**src/rtl/demux_16_2.sv**
```systemverilog
// demux_16_2: registered 1-to-2 valid/ready demultiplexer with per-channel holding registers; optional statistics via DEMUX_STATS_EN
module demux_16_2 #(
  parameter int WIDTH = 16,
  parameter int CNT_WIDTH = 16
) (
  input  logic                 clk,
  input  logic                 rst,
  input  logic [WIDTH-1:0]     in_data,
  input  logic                 in_sel,
  input  logic                 in_valid,
  output logic                 in_ready,
  output logic [WIDTH-1:0]     out0_data,
  output logic                 out0_valid,
  input  logic                 out0_ready,
  output logic [WIDTH-1:0]     out1_data,
  output logic                 out1_valid,
  input  logic                 out1_ready
`ifdef DEMUX_STATS_EN
  ,
  output logic [CNT_WIDTH-1:0] cnt0,
  output logic [CNT_WIDTH-1:0] cnt1,
  output logic [CNT_WIDTH-1:0] stall_cnt
`endif
);
  typedef enum logic {EMPTY, FULL} state_t;
  state_t st0, st1, st0_n, st1_n;
  logic load0, load1, drain0, drain1;
  // handshake decode; ready follows the selected channel even when in_valid is low
  always_comb begin
    out0_valid = st0 == FULL;
    out1_valid = st1 == FULL;
    drain0     = out0_valid && out0_ready;
    drain1     = out1_valid && out1_ready;
    in_ready   = !rst && (in_sel ? (!out1_valid || out1_ready) : (!out0_valid || out0_ready));
    load0      = in_valid && in_ready && !in_sel;
    load1      = in_valid && in_ready && in_sel;
    st0_n      = load0 ? FULL : drain0 ? EMPTY : st0;
    st1_n      = load1 ? FULL : drain1 ? EMPTY : st1;
  end
  // channel state and holding registers; a load during drain refills without a bubble
  always_ff @(posedge clk) begin
    if (rst) begin
      st0       <= EMPTY;
      st1       <= EMPTY;
      out0_data <= '0;
      out1_data <= '0;
    end else begin
      st0 <= st0_n;
      st1 <= st1_n;
      if (load0) out0_data <= in_data;
      if (load1) out1_data <= in_data;
    end
  end
`ifdef DEMUX_STATS_EN
  // per-channel accept counters wrap; stall counter saturates
  always_ff @(posedge clk) begin
    if (rst) begin
      cnt0      <= '0;
      cnt1      <= '0;
      stall_cnt <= '0;
    end else begin
      cnt0 <= cnt0 + CNT_WIDTH'(load0);
      cnt1 <= cnt1 + CNT_WIDTH'(load1);
      if (in_valid && !in_ready && stall_cnt != '1) stall_cnt <= stall_cnt + 1'b1;
    end
  end
`endif
endmodule

```
**config.mk**
```make
export PLATFORM = sky130hd
export DESIGN_NAME = demux_16_2
export DESIGN_NICKNAME = d
export VERILOG_FILES = /design/src/rtl/demux_16_2.sv
export SDC_FILE = /design/constraint.sdc
export NUM_CORES = 1
export LEC_CHECK = 0
export ABC_AREA = 1
export BUFFER_PORTS_ARGS = -buffer_cell sky130_fd_sc_hd__buf_4
export CAP_MARGIN = 20
export CORE_MARGIN = 10
export CORE_UTILIZATION = 44
export CTS_BUF_LIST = sky130_fd_sc_hd__clkbuf_4
export CTS_CLUSTER_SIZE = 24
export DETAILED_ROUTE_END_ITERATION = 10
export PLACE_DENSITY = 0.78
export SLEW_MARGIN = 5
export SYNTH_ARGS = -nofsm -noshare
export SYNTH_HDL_FRONTEND = slang
export SYNTH_SLANG_ARGS = --single-unit
```
**constraint.sdc**
```tcl
create_clock -name clk -period 1.4 [get_ports clk]
set_clock_uncertainty 0.2 [all_clocks]
set_input_delay 0.14 -clock clk [delete_from_list [all_inputs] [get_ports clk]]
set_output_delay 0.14 -clock clk [all_outputs]
set_load 0.1 [all_outputs]
```
* Word-level counts from Yosys, hierarchy flattened
Cells that the tools add are included.
Storage, ports and cells: register bits 34, bits of input ports 22, logic and storage cells 23
Operators by class: mux-type cells 5, reductions and logical operators 14
Operators by type and width (number):
- logical AND 1 bit | 6
- 2-to-1 mux 1 bit | 5
- zero test 1 bit | 4
- nonzero test 2 bit | 2
- logical OR 1 bit | 2

* Depth between registers and ports, before layout
word-level depth 7, depth in mapped cells 8

* Worst setup path after synthesis
OpenSTA, ideal clock, no wires.
path type reg2reg, start reg st1, in the netlist out1_valid, end reg out0_data[10], setup time 117 ps, arrival 1750 ps, data required time 1083 ps, path slack -667 ps, cell stages (with the launch flop) 8, buffers on the path 1, period minus slack after synthesis 2067 ps, cells stage by stage dfxtp_1 > nand3_1 > nand2_1 > nor2_2 > buf_4 > nand4_1 > nand2_1 > nor2_1
On the way: longest elaborated chain between the ends 6
Ends and longest elaborated chain:
- start: declaration | RTL line 26 | state_t st0, st1, st0_n, st1_n;
- start signal: assignment | RTL line 49 | st1 <= st1_n;
- zero test 1 bit | RTL line 34 | in_ready = !rst && (in_sel ? (!out1_valid || out1_ready) : (!out0_valid || out0_ready));
- logical OR 1 bit | RTL line 34
- 2-to-1 mux 1 bit | RTL line 34
- logical AND 1 bit | RTL line 34
- named net in_ready | RTL line 11 | output logic in_ready,
- logical AND 1 bit (2 in series) | RTL line 35 | load0 = in_valid && in_ready && !in_sel;
- end signal: assignment | RTL line 50 | if (load0) out0_data <= in_data;
- end: declaration | RTL line 12 | output logic [WIDTH-1:0] out0_data,
The timed path passes the listed nets, and every way through them passes these cells. A chain may end at the register's enable or synchronous reset.

* Final worst setup path
start reg st1, in the netlist out1_valid, end reg out1_data[11]
On the way: longest elaborated chain between the ends 6
Ends and longest elaborated chain:
- zero test 1 bit | RTL line 34
- logical OR 1 bit | RTL line 34
- 2-to-1 mux 1 bit | RTL line 34
- logical AND 1 bit | RTL line 34
- logical AND 1 bit (2 in series) | RTL line 36 | load1 = in_valid && in_ready && in_sel;
- end signal: assignment | RTL line 51 | if (load1) out1_data <= in_data;
- end: declaration | RTL line 15 | output logic [WIDTH-1:0] out1_data,
No other way between the ends.

==> out/metrics.yaml <==
run_status:
  status: "finished, violations left"
  violations: "hold timing, setup timing"
critical_path:
  critical_path_arrival_ns: 1.65
  crit_path_end_kind: "flip-flop"
  cp.required_ns: 1.46
  crit_type: "reg -> reg"
  cp-start-kind: "flip-flop"
  reg2reg_to: "out1_data[11]$_SDFFE_PP0P_"
  cp_top_family: "buffers and inverters"
  crit_path_top_delay_cell: "dfxtp_4"
  r2r_start: "out1_valid$_SDFFE_PP0P_"
  crit_cells: 8
  slowest_delay_ns: 0.37
  path_buf_inv: 3
  cp_cell_sequence: "buf_4 -> nand2_1 -> nand4_1 -> buf_6 -> clkbuf_16 -> nor2_4 -> a21oi_4 -> nor2_1"
  rr_worst_depth: 8
  rrSetupSlack_ns: -0.19
  cp_max_fo: 8
min_path:
  holdPathStages: 4
  hold_start: "out1_ready"
  min_to: "out1_valid$_SDFFE_PP0P_"
  hp-class: "in -> reg"
cells_and_area:
  fin_util: 0.812
  multi_input_area_um2: 743
  drive_gt1_frac: 0.491
  n_fill_cell: 177
  regArea_um2: 697
  mostFrequentLayoutCells: "60 x buf_4, 43 x nor2_1, 25 x dfxtp_1"
  nets: 298
  area_growth_pct: 78.6
  diodes: 0
  final_common_cell: "buf_4"
clock_tree:
  worstSkewPairLatency_ns: 0.32
  cts_hold_buf: 16
  clockRootBuffer: "clkbuf_4"
  clk_pin_slew_ns: 0.10
  cts_tree: "done"
  htree_levels: 2
  cts_made_buffers: 5
  cts_buffer_depth: 2
  cts_sinks: 34
route:
  via_per_inst: 5.25
  drtPass1Iterations: 4
  wire_per_inst_um: 17.2
  drc: 0
  drtAntennaViolNets: 0
  routed_wl_um: 5330
  vias: 1628
  initialDrtViolationCount: 155
placement:
  io_buffer_count: 56
  dp_hpwl_um: 2840
  gp_congestion: 0.826
pwr:
  p_leak_nw: 1.16
  ir_drop_mv: 0.744
  power.total_mw: 2.30
  power_per_cell_area_nw_per_um2: 945
sta:
  whs_ns: -0.0222
  setup_violations: 35
  tightest_slew_ns: 0.294
  max_freq_mhz: 630
  setup_ws_ns: -0.188
  min_period_ns: 1.59
  finalHoldViolCount: 1
  maxSlewViolCount: 0
  rsz0062_at_grt: "true"
  period_share: 1.13
  maxSlewHeadroom: 0.806
job:
  drv_cap: 0
synthesis:
  syn_nets: 213
  synthCells: 191
  yosysWarnings: 0
  syn_area_um2: 1370
  synthDistinctLibCells: 15
  synth.top_cell.area_share: 0.499
  yosys_register_bits: 34
  synth.avg_cell_area_um2: 7.15
  ys_seq_area_frac: 0.499
  synthTopCellsByArea: "dfxtp_1 50%, nor2_1 18%, nand4_1 8.2%, a21oi_1 6.2%, inv_1 5.2%"
  yosys.area.top_type: "dfxtp_1"
global_routing:
  grt_pass1_wl_um: 6640
  grt_max_degree: 34
  grt-ovfl-total: 0
  grt_usage: 0.153
  antenna_found_initial: 0
  grt_pass1_vias: 1387
floorplanning:
  io-pin-count: 57
  die_h_um: 75.7
  die_area_um2: 5730
  core_um2: 3000
  die_w_um: 75.7
  start_util: 0.455
  rows: 20
## sequential cells by signal, summed over array words and instances, names as in the netlist
register    cells
out0_data      16
out1_valid      1
out1_data      16
out0_valid      1
## through the flow
step | cells | worst slack, ns | hold slack, ns | setup TNS [ns] | instance area [µm²]
2_1_floorplan | 191 | -0.124 | 0.134 | -2.48 | 1420
3_3_place_gp | 276 | 0.0960 | 0.237 | 0 | 1880
3_5_place_dp | 276 | 0.0619 | 0.233 | 0 | 1880
4_1_cts | 304 | -0.0708 | -0.0898 | -0.219 | 2150
5_1_grt | 310 | -0.214 | -0.0249 | -5.37 | 2440
6_report | 310 | -0.188 | -0.0222 | -3.07 | 2440
## cells by family after synthesis
logic type,Yosys count,share of synthesized area
compound gates,17,0.0623
flops,34,0.499
buf+inv,32,0.0999
simple gates,108,0.339
## worst max path at each step
stage	from	to	slack [ns]
6_report	out1_valid$_SDFFE_PP0P_	out1_data[11]$_SDFFE_PP0P_	-0.19
2_1_floorplan	out1_valid$_SDFFE_PP0P_	out0_data[10]$_SDFFE_PP0P_	-0.12
4_1_cts	out1_valid$_SDFFE_PP0P_	in_ready	-0.07
3_5_place_dp	out1_valid$_SDFFE_PP0P_	out0_data[11]$_SDFFE_PP0P_	0.06
3_3_place_gp	out1_valid$_SDFFE_PP0P_	out0_data[11]$_SDFFE_PP0P_	0.1
5_1_grt	out1_valid$_SDFFE_PP0P_	out1_data[11]$_SDFFE_PP0P_	-0.21
## synth_stat cells
library cell / n
a21oi_1: 17
buf_1: 3
buf_2: 4
buf_4: 1
buf_6: 1
clkbuf_1: 2
dfxtp_1: 34
inv_1: 19
inv_2: 2
nand2_1: 19
nand3_1: 2
nand4_1: 18
nor2_1: 67
nor2_2: 1
nor2_4: 1
## tightest hold or removal path: cells and delay by family
kind | cells | cell delay [ns]
buffers and inverters | 2 | 0.15
AND/OR/NAND/NOR | 1 | 0.11
AO/OA/AOI/OAI | 1 | 0.07
## cell type report
class                      count  area share
timing repair buffer          89       0.338
inverter                      21      0.0323
tap                           33      0.0169
multi-input combinational    125       0.305
sequential                    34       0.286
clock inverter                 2     0.00359
clock buffer                   6      0.0185
## layer usage
layer	up-vias	routed length, µm	global-route usage
met4	0	121	0.0454
met3	18	430	0.0534
li1	770	-	-
met5	-	0	0
met1	750	2080	0.166
met2	90	2700	0.272
## what timing repair did
| action | CTS | global route |
|---|---|---|
| gates cloned | 0 | 3 |
| setup buffers | 4 | 3 |
| endpoints found under the setup margin | 1 | 35 |
| pin swaps | 4 | 8 |
| hold endpoints to repair | 29 | 1 |
| gates resized for setup | 8 | 57 |
## power by group
group	total, mW	switching [mW]	internal (mW)	leakage, nW
sequential	1.03	0.0268	1.01	0.282
clock	0.518	0.310	0.208	0.0331
combinational	0.750	0.519	0.231	0.846
total	2.30	0.856	1.45	1.16
(Power assumes the default switching activity.)
